<file path="src/rtl/fsm_seq_counter_pkg.sv">
// Shared types and constants for the sequence-table counter.
// Holds the FSM state enum, the dice default sequence, the default-table
// helper, and the LFSR seed/tap mask. The LFSR constants are used only
// when FSM_SEQ_COUNTER_ROLL_EN is defined.
package fsm_seq_counter_pkg;

    typedef enum logic {
        IDLE = 1'b0,
        RUN  = 1'b1
    } state_t;

    // Dice sequence {1,6,3,5,4,2}, with entry i stored in bits [3*i +: 3].
    localparam int          DICE_DEPTH = 6;
    localparam logic [17:0] DICE_SEQ   = {3'd2, 3'd4, 3'd5, 3'd3, 3'd6, 3'd1};

    // 8-bit Fibonacci LFSR with taps 8,6,5,4, which are bits 7,5,4,3.
    localparam logic [7:0] LFSR_SEED = 8'hA5;
    localparam logic [7:0] LFSR_TAPS = 8'hB8;

    // Reset contents of table entry i. The dice sequence is used when it
    // fits the table shape. Otherwise the entry is i mod 2^width.
    function automatic int default_entry(input int depth, input int width, input int i);
        int value;
        if (depth == DICE_DEPTH && width >= 3 && i >= 0 && i < DICE_DEPTH) begin
            value = int'(DICE_SEQ[i*3 +: 3]);
        end else if (width >= 31) begin
            value = i;
        end else begin
            value = i % (1 << width);
        end
        return value;
    endfunction

endpackage

</file>
<file path="src/rtl/fsm_seq_counter_lfsr.sv">
// seq_lfsr8: free-running 8-bit Fibonacci LFSR that picks the roll position.
// The whole file is only compiled when FSM_SEQ_COUNTER_ROLL_EN is defined,
// so the default build carries no LFSR.
`ifdef FSM_SEQ_COUNTER_ROLL_EN
module seq_lfsr8
    import fsm_seq_counter_pkg::*;
(
    input  logic       clk,
    input  logic       reset,
    output logic [7:0] lfsr
);

    logic [7:0] lfsr_reg;

    // Shift left by one bit every cycle. The new LSB is the XOR of the tapped bits.
    always_ff @(posedge clk) begin
        if (reset) begin
            lfsr_reg <= LFSR_SEED;
        end else begin
            lfsr_reg <= {lfsr_reg[6:0], ^(lfsr_reg & LFSR_TAPS)};
        end
    end

    assign lfsr = lfsr_reg;

endmodule
`endif

</file>
<file path="src/rtl/fsm_seq_counter.sv">
// fsm_seq_counter: walks a writable value table forwards or backwards.
// It has a two-state IDLE/RUN FSM, jump support, and a one-cycle wrap pulse.
// Optional feature: define FSM_SEQ_COUNTER_ROLL_EN to add a 'roll' input.
// A roll moves idx to a pseudo-random position taken from seq_lfsr8.
module fsm_seq_counter
    import fsm_seq_counter_pkg::*;
#(
    parameter int WIDTH = 3,
    parameter int DEPTH = 6
) (
    input  logic                       clk,
    input  logic                       reset,
    input  logic                       en,
    input  logic                       dir,
    input  logic [$clog2(DEPTH+1)-1:0] len,
    input  logic                       jump,
    input  logic [$clog2(DEPTH)-1:0]   jump_idx,
`ifdef FSM_SEQ_COUNTER_ROLL_EN
    input  logic                       roll,
`endif
    input  logic                       wr_en,
    input  logic [$clog2(DEPTH)-1:0]   wr_addr,
    input  logic [WIDTH-1:0]           wr_data,
    output logic [WIDTH-1:0]           num,
    output logic [$clog2(DEPTH)-1:0]   idx,
    output logic                       wrap,
    output logic                       running
);

    localparam int              IW      = $clog2(DEPTH);
    localparam int              LW      = $clog2(DEPTH + 1);
    localparam logic [LW-1:0]   DEPTH_L = LW'(DEPTH);
    localparam logic [LW-1:0]   ONE_L   = LW'(1);
    localparam logic [IW-1:0]   ONE_I   = IW'(1);

    state_t           state_reg, state_next;
    logic [IW-1:0]    idx_reg, idx_next;
    logic             wrap_reg, wrap_next;
    logic [WIDTH-1:0] num_reg;
    logic [WIDTH-1:0] mem_reg  [DEPTH];
    logic [WIDTH-1:0] init_tbl [DEPTH];

    logic [LW-1:0]    len_eff;
    logic [IW-1:0]    last_idx;
    logic [IW-1:0]    jump_tgt;
    logic [IW-1:0]    fwd_idx, bwd_idx;
    logic             fwd_wrap, bwd_wrap;
    logic             roll_req;
    logic [IW-1:0]    roll_idx;

    // Reset image of the table, one constant per entry.
    genvar gi;
    generate
        for (gi = 0; gi < DEPTH; gi++) begin : g_init
            assign init_tbl[gi] = WIDTH'(default_entry(DEPTH, WIDTH, gi));
        end
    endgenerate

`ifdef FSM_SEQ_COUNTER_ROLL_EN
    logic [7:0] lfsr_val;
    logic [7:0] roll_mod;

    seq_lfsr8 u_lfsr (
        .clk   (clk),
        .reset (reset),
        .lfsr  (lfsr_val)
    );

    // The roll target is the LFSR value reduced into the active sequence length.
    always_comb begin
        roll_mod = lfsr_val % 8'(len_eff);
        roll_idx = IW'(roll_mod);
        roll_req = roll;
    end
`else
    assign roll_req = 1'b0;
    assign roll_idx = '0;
`endif

    // Effective length: 0 or anything above DEPTH means the full table.
    always_comb begin
        len_eff  = (len == '0 || len > DEPTH_L) ? DEPTH_L : len;
        last_idx = IW'(len_eff - ONE_L);
        jump_tgt = (LW'(jump_idx) >= len_eff) ? last_idx : jump_idx;
    end

    // Candidate positions for a step in each direction.
    // An idx left beyond a shrunken len is pulled back in range.
    always_comb begin
        fwd_wrap = (idx_reg >= last_idx);
        fwd_idx  = fwd_wrap ? '0 : idx_reg + ONE_I;
        bwd_wrap = (idx_reg == '0);
        if (bwd_wrap || idx_reg > last_idx) begin
            bwd_idx = last_idx;
        end else begin
            bwd_idx = idx_reg - ONE_I;
        end
    end

    // Next-state logic. Priority is jump > roll > en.
    // Only an en step can raise wrap.
    always_comb begin
        state_next = state_reg;
        idx_next   = idx_reg;
        wrap_next  = 1'b0;
        case (state_reg)
            IDLE: begin
                if (jump) begin
                    state_next = RUN;
                    idx_next   = jump_tgt;
                end else if (roll_req) begin
                    state_next = RUN;
                    idx_next   = roll_idx;
                end else if (en) begin
                    state_next = RUN;
                    idx_next   = '0;
                end
            end
            RUN: begin
                if (jump) begin
                    idx_next = jump_tgt;
                end else if (roll_req) begin
                    idx_next = roll_idx;
                end else if (en) begin
                    idx_next  = dir ? bwd_idx : fwd_idx;
                    wrap_next = dir ? bwd_wrap : fwd_wrap;
                end
            end
            default: begin
                state_next = IDLE;
                idx_next   = '0;
            end
        endcase
    end

    // FSM and output registers. num reads the table before any same-edge write lands.
    always_ff @(posedge clk) begin
        if (reset) begin
            state_reg <= IDLE;
            idx_reg   <= '0;
            wrap_reg  <= 1'b0;
            num_reg   <= '0;
        end else begin
            state_reg <= state_next;
            idx_reg   <= idx_next;
            wrap_reg  <= wrap_next;
            num_reg   <= (state_next == RUN) ? mem_reg[idx_next] : '0;
        end
    end

    // Value table. Reset reloads the defaults and overrides any write.
    // Out-of-range write addresses are dropped.
    always_ff @(posedge clk) begin
        if (reset) begin
            for (int i = 0; i < DEPTH; i++) begin
                mem_reg[i] <= init_tbl[i];
            end
        end else if (wr_en && (int'(wr_addr) < DEPTH)) begin
            mem_reg[wr_addr] <= wr_data;
        end
    end

    assign num     = num_reg;
    assign idx     = idx_reg;
    assign wrap    = wrap_reg;
    assign running = (state_reg == RUN);

endmodule

</file>
<file path="config.mk">
export PLATFORM = sky130hd
export DESIGN_NAME = fsm_seq_counter
export DESIGN_NICKNAME = d
export VERILOG_FILES = /design/src/rtl/fsm_seq_counter_pkg.sv /design/src/rtl/fsm_seq_counter_lfsr.sv /design/src/rtl/fsm_seq_counter.sv
export SDC_FILE = /design/constraint.sdc
export NUM_CORES = 1
export LEC_CHECK = 0
export CORE_MARGIN = 2
export CORE_UTILIZATION = 54
export CTS_BUF_LIST = sky130_fd_sc_hd__clkbuf_8 sky130_fd_sc_hd__clkbuf_16
export CTS_CLUSTER_DIAMETER = 80
export CTS_CLUSTER_SIZE = 8
export DETAILED_ROUTE_END_ITERATION = 16
export GPL_TIMING_DRIVEN = 0
export PLACE_DENSITY = 0.79
export SYNTH_ARGS = -nofsm -noshare
export SYNTH_HDL_FRONTEND = slang
export SYNTH_HIERARCHICAL = 1
export SYNTH_SLANG_ARGS = --single-unit
</file>
<file path="constraint.sdc">
create_clock -name clk -period 3.9 [get_ports clk]
set_clock_uncertainty 0.05 [all_clocks]
set_input_delay 0.585 -clock clk [delete_from_list [all_inputs] [get_ports clk]]
set_output_delay 0.585 -clock clk [all_outputs]
set_load 0.01 [all_outputs]
</file>
==> results.toml, run 1 <==
[floorplanning]
coreArea_sq_mm = 0.003337
die_area_sq_mm = 0.003980
num_io_pins = 26
die_w_um = 63.09
fp.dieH_um = 63.09
initial_core_util = 0.5651
rows = 21

[timing]
worst_pin_slew_ns = 0.6419
fin_crit_sh = 0.9617
max_freq_ghz = 0.2666
hold_ws_ns = 0.5855
fin_crit_ns = 3.751
finalSetupViolations = 0
max_slew_margin = 0.5695
slew_viol_final = 0
finalHoldViolCount = 0
rsz0062_at_grt = "false"

[cells_and_area]
seqCellArea_sq_um = 880.8
n_antenna_cell = 0
multi_input_area_sq_um = 958.4
largest_reg_flops = 24
num-fill-cells = 274
area_delta_synth_final_pct = 21.96
drive_above_1_share = 0.09302
layout.nets = 240
utilization = 0.6892
final_cell_mix = "24 x clkdlybuf4s50_1, 24 x edfxtp_1, 19 x mux2i_1, 14 x nand2_1"

[power_and_ir_drop]
p_comb_frac = 0.245
clkPwrFrac = 0.282
seqPwrFrac = 0.473
swShare = 0.2792
intPower_mw = 0.6190
power_density_mw_per_mm2 = 373.4
power_leakage_nw = 0.9180
vdd_ir_drop_max_v = 0.0002550
p_sw_mw = 0.2397

[route]
drcViolationCount = 0
wl_mm = 3.674
via_per_inst = 5.475
wl_per_cell_um = 14.08
vias = 1429
drt-initial-drc-count = 105
dr.pass1.iters = 4
postRouteAntennaNets = 0

[synthesis]
synth-seq-cells = 32
async_flop_share = 0
yosys.area.top_type = "edfxtp_1"
syn_area_per_cell_sq_um = 10.65
synthTopCellsByArea = "edfxtp_1 38%, mux2i_1 10%, dfxtp_1 8.5%, ha_1 5.3%, nand2b_1 3.6%"
ys.flop_type = "edfxtp_1"
syn_inst = 177
yosysWarnings = 6
ys_seq_area_frac = 0.4672
synth.cell_area_sq_mm = 0.001886
yosysTopAreaCellShare = 0.3822
synth_edf_count = 24
ys_types = 42

[clocking]
clockBufferDepth = 2
cts.clk_slew.worst_paths_ns = 0.07
ctsRootBufferMaster = "clkbuf_8"
cts_inserted_buffers = 5
h-tree-depth = 2
cts_tree = "built"
clk_latency_ns = 0.29
clock_sinks = 32

[worst_setup_path]
cp_top_family = "simple AND/OR/NAND/NOR gates"
critPathCaptureType = "flop"
cpPeakStageDelay_ns = 0.47
crit_path_top_delay_cell = "clkdlybuf4s50_1"
cp.arrival_ns = 3.87
setup.worst_path.class = "primary input to flop"
crit_path_cell_trace = "clkdlybuf4s50_1, nor2_2, nand2_1, o21ai_1, inv_1, ha_1, and2b_1, o211ai_2, nand2_1, or4_1, a22oi_2, buf_8, mux2i_1, mux2i_1, o2111a_1"
worstPathRequired_ns = 4.02
crit_path_max_fanout = 10
worstSetupStartpointType = "primary input"
path_buf_inv = 3

[global_routing]
grt_pass1_wl_mm = 5.975
grt_start_max_net_pins = 12
grt.overflow.total = 0
antenna_found_initial = 0
grt_use_total = 0.1932
first_global_vias = 1456

[place]
detailed_place_hpwl_mm = 2.962
io_buffers = 24
gp_congestion = 0.8516

[status]
status = "complete, no violations"

[hold_path]
hold_path_class = "flop to flop"

[run]
max-cap-violations = 0
[metrics by stage]
stage / setup TNS [ns] / cells / total power, mW / setup slack [ns] / cell area [sq um]
floorplan: 0 / 182 / 0.5460 / 0.6547 / 1904
global placement: -0.5165 / 252 / 0.6103 / -0.1808 / 2202
detailed placement: -0.7963 / 252 / 0.6206 / -0.2919 / 2202
CTS: 0 / 261 / 0.8631 / 0.09261 / 2297
global route: 0 / 261 / 0.8984 / 0.001104 / 2300
finish: 0 / 261 / 0.8587 / 0.1494 / 2300
[synthesized netlist by cell type (3+ instances only)]
cell	number
a21oi_1	4
edfxtp_1	24
ha_1	8
mux2i_1	19
nand3_1	3
inv_1	11
nand2b_1	11
or2_2	3
nor2_1	11
o2111a_1	3
and3_1	4
nor2b_1	5
and2_1	9
or3_1	3
dfxtp_1	8
nor3b_1	4
nand2_1	14
[worst register-to-register path, delay by kind of cell, from the launching register on]
| family | cells | cell delay, ns |
|---|---|---|
| buf+inv | 2 | 0.32 |
| fa+ha+maj | 1 | 0.34 |
| simple gates | 3 | 0.65 |
| flops | 1 | 0.47 |
| mux | 2 | 0.32 |
| compound gates | 3 | 0.73 |
[path summary, 6_finish.rpt]
kind	start	endpoint	slack [ns]	depth (start not counted)
setup / recovery	len[1]	num[1]$_SDFF_PP0_	0.15	15
hold / removal	mem_reg[1][1]$_SDFFCE_PN1P_	num[1]$_SDFF_PP0_	0.59	3
setup reg to reg	idx[0]$_SDFF_PP0_	num[1]$_SDFF_PP0_	0.92	11
hold reg to reg	mem_reg[1][1]$_SDFFCE_PN1P_	num[1]$_SDFF_PP0_	0.59	3
[routing by layer]
metal	vias up	global-route usage	share of wire	wire, um
li1	717	-	-	-
met2	42	0.3670	0.53	1963
met3	13	0.05357	0.043	157
met4	0	0.1111	0.038	138
met1	657	0.1826	0.39	1415
met5	-	0	0	0
[cell families after synthesis]
kind of cell,count (synthesis),synth area share
multiplexers,19,0.1009
XOR/XNOR,2,0.009292
buffers and inverters,15,0.03583
flip-flops,32,0.4672
AND/OR/NAND/NOR,74,0.2143
other,1,0.001989
adder cells (fa/ha/maj),8,0.05309
AO/OA/AOI/OAI,26,0.1175
[repair_timing]
| action | CTS | global route |
|---|---|---|
| setup buffers | 1 | 0 |
| hold buffers | 0 | 0 |
| setup endpoints to repair | 2 | 3 |
| endpoints found under the hold margin | 0 | 0 |
| pin swaps | 1 | 1 |
| gates resized for setup | 0 | 2 |
[cell type report]
type / instances / area share
buffer: 3 / 0.009793
sequential: 32 / 0.3830
timing repair buffer: 25 / 0.1077
clock buffer: 5 / 0.02992
tap: 46 / 0.02503
clock inverter: 3 / 0.008161
inverter: 12 / 0.01959
multi-input combinational: 135 / 0.4168
[power by group through the flow]
stage | combinational [mW] | clock (mW) | sequential (mW)
detailed placement | 0.207 | 0 | 0.414
finish | 0.211 | 0.242 | 0.406
floorplan | 0.132 | 0 | 0.414
global route | 0.230 | 0.260 | 0.408
CTS | 0.210 | 0.246 | 0.406
global placement | 0.198 | 0 | 0.412
No activity file was read; power rests on OpenSTA's default activity.
==> run 2: changes to the inputs <==
CAP_MARGIN = 20   (was not set)
CTS_BUF_LIST = sky130_fd_sc_hd__clkbuf_4 sky130_fd_sc_hd__clkbuf_8 sky130_fd_sc_hd__clkbuf_16   (was sky130_fd_sc_hd__clkbuf_8 sky130_fd_sc_hd__clkbuf_16)
CTS_CLUSTER_DIAMETER = 50   (was 80)
==> results.toml, run 2 (synthesis gave the netlist of run 1 again) <==
[status]
status = "complete, no violations"

[global_routing]
grt.overflow.total = 0
grt_pass1_wl_mm = 5.954
grt_start_max_net_pins = 12
first_global_vias = 1447
grt_use_total = 0.1917
antenna_found_initial = 0

[route]
via_per_inst = 5.525
vias = 1442
drcViolationCount = 0
wl_mm = 3.677
drt-initial-drc-count = 89
wl_per_cell_um = 14.09
postRouteAntennaNets = 0
dr.pass1.iters = 4

[timing]
slew_viol_final = 0
fin_crit_ns = 3.747
finalSetupViolations = 0
max_freq_ghz = 0.2668
rsz0062_at_grt = "false"
max_slew_margin = 0.5785
worst_pin_slew_ns = 0.6285
finalHoldViolCount = 0
fin_crit_sh = 0.9609

[power_and_ir_drop]
vdd_ir_drop_max_v = 0.0002269
power_leakage_nw = 0.9051
power_density_mw_per_mm2 = 349.9

[worst_setup_path]
reg2reg_depth = 11
worstPathRequired_ns = 4.07
cp-endpoint = "num[1]$_SDFF_PP0_"
cp.arrival_ns = 3.91
crit_start = "len[1]"
crit_path_max_fanout = 10
worstSetupStartpointType = "primary input"
reg2reg_slack_ns = 0.87
reg2reg_to = "num[1]$_SDFF_PP0_"
setup.worst_path.class = "primary input to flop"
critPathCaptureType = "flop"
worstReg2RegStart = "idx[0]$_SDFF_PP0_"

[floorplanning]
num_io_pins = 26
die_w_um = 63.09
initial_core_util = 0.5651
coreArea_sq_mm = 0.003337
rows = 21
fp.dieH_um = 63.09
die_area_sq_mm = 0.003980

[cells_and_area]
final_cell_mix = "24 x clkdlybuf4s50_1, 24 x edfxtp_1, 19 x mux2i_1, 14 x nand2_1"
post-route-cell-area_sq_mm = 0.002268
drive_above_1_share = 0.09302
area_delta_synth_final_pct = 20.31
largest_reg_flops = 24
utilization = 0.6798
layout.nets = 240
n_antenna_cell = 0

[place]
detailed_place_hpwl_mm = 2.962
io_buffers = 24
dpl_cell_area_sq_mm = 0.002202
gp_congestion = 0.8516

[clocking]
ctsRootBufferMaster = "clkbuf_4"
clock_sinks = 32
clk_latency_ns = 0.33
cts.clk_slew.worst_paths_ns = 0.10
cts_hold_buf = 0
h-tree-depth = 2
cts_inserted_buffers = 5
cts_tree = "built"
clockBufferDepth = 2

[run]
max-cap-violations = 0

[hold_path]
hold_path_class = "flop to flop"
-- run 2: report_power, final --
group	leakage (nW)	switching (mW)	internal [mW]
logic	0.579	0.108	0.103
registers	0.301	0.0128	0.393
clock network	0.0249	0.110	0.0678
-- run 2: layer usage --
metal / vias to the layer above / track usage / wire [um]
met5: - / 0 / 0
met4: 0 / 0.1194 / 110
met3: 10 / 0.04286 / 170
met2: 46 / 0.3657 / 1968
met1: 666 / 0.1826 / 1428
li1: 720 / - / -
-- run 2: worst min path at each step --
stage / endpoint / cells past startpoint / slack [ns] / start
global placement: num[1]$_SDFF_PP0_ / 3 / 0.55 / mem_reg[1][1]$_SDFFCE_PN1P_
CTS: num[1]$_SDFF_PP0_ / 3 / 0.60 / mem_reg[1][1]$_SDFFCE_PN1P_
global route: num[1]$_SDFF_PP0_ / 3 / 0.63 / mem_reg[1][1]$_SDFFCE_PN1P_
floorplan: num[1]$_SDFF_PP0_ / 3 / 0.52 / mem_reg[1][1]$_SDFFCE_PN1P_
finish: num[1]$_SDFF_PP0_ / 3 / 0.60 / mem_reg[1][1]$_SDFFCE_PN1P_
detailed placement: num[1]$_SDFF_PP0_ / 3 / 0.56 / mem_reg[1][1]$_SDFFCE_PN1P_
-- run 2: what timing repair did --
item                                    CTS  global route
endpoints found under the setup margin    0             3
resized for setup                         0             2
setup buffers                             0             1
-- run 2: critical path, cell delays in order --
cell             delay [ns]
clkdlybuf4s50_1        0.47
nor2_2                 0.19
nand2_1                0.07
o21ai_1                0.17
inv_1                  0.08
ha_1                   0.33
and2b_1                0.20
o211ai_2               0.23
nand2_1                0.11
or4_1                  0.43
a22oi_2                0.28
buf_8                  0.19
mux2i_1                0.20
mux2i_1                0.12
o2111a_1               0.25
-- run 2: metrics by stage --
stage	TNS (ns)	worst slack, ns	instances	total power, mW	hold WS (ns)
after floorplan	0	0.6547	182	0.5460	0.5240
after global placement	-0.5165	-0.1808	252	0.6103	0.5501
after detailed placement	-0.7963	-0.2919	252	0.6206	0.5601
after CTS	0	0.01698	260	0.7960	0.5953
after global routing	0	0.03257	261	0.8340	0.6328
final	0	0.1525	261	0.7937	0.6002
-- run 2: layout make-up --
cell class	count	area [sq um]
Fill cell	280	1069
Multi-Input combinational cell	135	958.4
Sequential cell	32	880.8
Timing Repair Buffer	25	247.7
Tap cell	46	57.56
Inverter	12	45.04
Clock buffer	5	37.54
Buffer	3	22.52
Clock inverter	3	18.77
==> run 3: changes to the inputs <==
ABC_AREA = 1   (was not set)
CORE_UTILIZATION = 55   (was 54)
PLACE_DENSITY = 0.8   (was 0.79)
RECOVER_POWER = 100   (was not set)
==> results.toml, run 3 <==
[clocking]
post_cts_buffers = 0
clockBufferDepth = 2
cts.clk_slew.worst_paths_ns = 0.10
h-tree-depth = 2
clock_sinks = 32
ctsRootBufferMaster = "clkbuf_4"
cts_inserted_buffers = 5
post_cts_resized = 0
cts_tree = "built"
clk_latency_ns = 0.34
cts_hold_buf = 0

[cells_and_area]
multi_input_area_sq_um = 889.6
area_delta_synth_final_pct = 20.20
n_antenna_cell = 0
largest_reg_flops = 24
final_cell_mix = "53 x inv_1, 50 x nand2_1, 38 x nor2_1, 24 x nand3_1, 24 x edfxtp_1"
num-fill-cells = 297
final_cells = 339
drive_above_1_share = 0.07850
post-route-cell-area_sq_mm = 0.002390
seqCellArea_sq_um = 880.8
mostFrequentLayoutCell = "inv_1"
layout.nets = 318

[synthesis]
synth_edf_count = 24
ys_types = 27
synth-xor-area-share = 0.008811
synthSimpleGateAreaFrac = 0.3197
yosysWarnings = 6
synth_top_family_by_area = "simple AND/OR/NAND/NOR gates"
synthTopCellsByArea = "edfxtp_1 36%, inv_1 10%, nand2_1 9.3%, dfxtp_1 8.1%, nor2_1 7.2%"
syn_area_per_cell_sq_um = 7.797
syn_inst = 255
synth_most_common_cell = "inv_1"
synth_compound_area_frac = 0.06482
synth_mux_area_frac = 0
yosysTopAreaCellShare = 0.3625
ys.flop_type = "edfxtp_1"
async_flop_share = 0
ys_seq_area_frac = 0.4430
yosys.area.top_type = "edfxtp_1"
synth-seq-cells = 32
synthAdderAreaFrac = 0.05035
synth_commonest_cells = "53 x inv_1, 49 x nand2_1, 38 x nor2_1, 24 x edfxtp_1, 23 x nand3_1"
synth.cell_area_sq_mm = 0.001988

[run]
max-cap-violations = 0

[place]
gp_congestion = 0.8173
placed_cells = 331
dpl_cell_area_sq_mm = 0.002315
detailed_place_hpwl_mm = 2.790
io_buffers = 25

[worst_setup_path]
crit_path_cell_trace = "dlygate4sd3_1, nor2_1, nor2_1, nor2_1, clkinv_1, ha_1, a21oi_1, nand2_1, nand2_1, nand2_2, nand2_1, nand3_1, nand2_2, nand2_4, nand3_1, buf_6, nand2_1, nand3_1, nand2_1, nor2_1, nor2_1"
crit_path_top_delay_cell = "dlygate4sd3_1"
path_buf_inv = 3
cp_top_family = "simple AND/OR/NAND/NOR gates"
cp.arrival_ns = 3.49
worstReg2RegStart = "idx[0]$_SDFF_PP0_"
critPathCaptureType = "flop"
crit_path_max_fanout = 10
reg2reg_depth = 16
setup.worst_path.class = "primary input to flop"
worstPathRequired_ns = 4.09
reg2reg_slack_ns = 1.47
reg2reg_to = "num[0]$_SDFF_PP0_"
worstSetupStartpointType = "primary input"
critical_path_depth = 21
cpPeakStageDelay_ns = 0.63

[route]
via_per_inst = 4.853
postRouteAntennaNets = 0
wl_mm = 3.713
drt-initial-drc-count = 100
drcViolationCount = 0
wl_per_cell_um = 10.95
dr.pass1.iters = 4
vias = 1645

[timing]
rsz0062_at_grt = "false"
fin_crit_sh = 0.8452
max_freq_ghz = 0.3034
fin_crit_ns = 3.296
finalSetupViolations = 0
tns_ns = 0
slew_viol_final = 0
finalHoldViolCount = 0

[floorplanning]
initial_core_util = 0.5821
fp.dieH_um = 64.13
rows = 21
die_area_sq_mm = 0.004112
num_io_pins = 26
coreArea_sq_mm = 0.003416
die_w_um = 64.13

[power_and_ir_drop]
power_leakage_nw = 1.152
power_density_mw_per_mm2 = 363.1
vdd_ir_drop_max_v = 0.0003574

[hold_path]
min_from = "running$_SDFF_PP0_"
hold_path_class = "flop to flop"
holdPathStages = 2
whs_endpoint = "wrap$_SDFF_PP0_"

[global_routing]
grt.overflow.total = 0
antenna_found_initial = 0
first_global_vias = 1573
grt_pass1_wl_mm = 6.458
grt_start_max_net_pins = 11
grt_use_total = 0.2040

[status]
status = "complete, no violations"
## run 3: cell types whose count changed in the layout (fill, tap and decap cells not counted), sizes merged, moves of 11 or more
cell	before	now
nand3	3	26
inv	11	55
nand2b	11	0
nand2	14	56
nor2	11	39
mux2i	19	0
dlygate4sd3	0	11
## run 3: where the power goes
group | switching [mW] | internal, mW
sequential | 0.0113 | 0.395
clock | 0.112 | 0.144
combinational | 0.122 | 0.0831
## run 3: area by class of cell
class / count / share of cell area
buffer: 1 / 0.004712
clock buffer: 8 / 0.03770
inverter: 56 / 0.08796
multi-input combinational: 171 / 0.3723
sequential: 32 / 0.3686
tap: 46 / 0.02408
timing repair buffer: 25 / 0.1047
## run 3: worst max-delay path by stage
stage                        endpoint    from  slack [ns]
global route        num[0]$_SDFF_PP0_  len[1]        0.26
global placement    num[0]$_SDFF_PP0_  len[1]        0.54
CTS                 num[0]$_SDFF_PP0_  len[1]        0.87
floorplan           num[0]$_SDFF_PP0_  len[1]        1.38
finish              num[0]$_SDFF_PP0_  len[1]        0.60
detailed placement  num[2]$_SDFF_PP0_  len[1]        0.52
## run 3: stage by stage
| step | setup slack [ns] | utilization | hold slack [ns] | power [mW] |
|---|---|---|---|---|
| final | 0.6039 | 0.6996 | 0.4920 | 0.8677 |
| after detailed placement | 0.5222 | 0.6777 | 0.4864 | 0.6253 |
| after floorplan | 1.378 | - | 0.4901 | 0.5541 |
| after CTS | 0.8678 | 0.7040 | 0.4997 | 0.8747 |
| after global routing | 0.2602 | 0.6996 | 0.5218 | 0.9122 |
| after global placement | 0.5395 | 0.6777 | 0.4855 | 0.6225 |
## run 3: cell families (layout without fill, tap and decap cells)
family / count (synthesis) / in the layout
other: 1 / 6
and+or+nand+nor: 135 / 135
xor gates and xnor gates: 2 / 2
AOI/OAI and AO/OA: 20 / 20
buffers and inverters: 57 / 90
DFF: 32 / 32
adders and majority gates: 8 / 8
## run 3: metal layers
layer  track usage  up-vias  routed length [um]
met5             0        -                   0
met4       0.07181        0                  58
met3       0.05282        6                 162
met2        0.3529       42                1828
met1        0.2454      709                1663
li1              -      888                   -
## run 3: tightest hold or removal path, delay by kind of cell, from the launching register on
| family | cells | cell delay, ns |
|---|---|---|
| and+or+nand+nor | 2 | 0.16 |
| DFF | 1 | 0.34 |
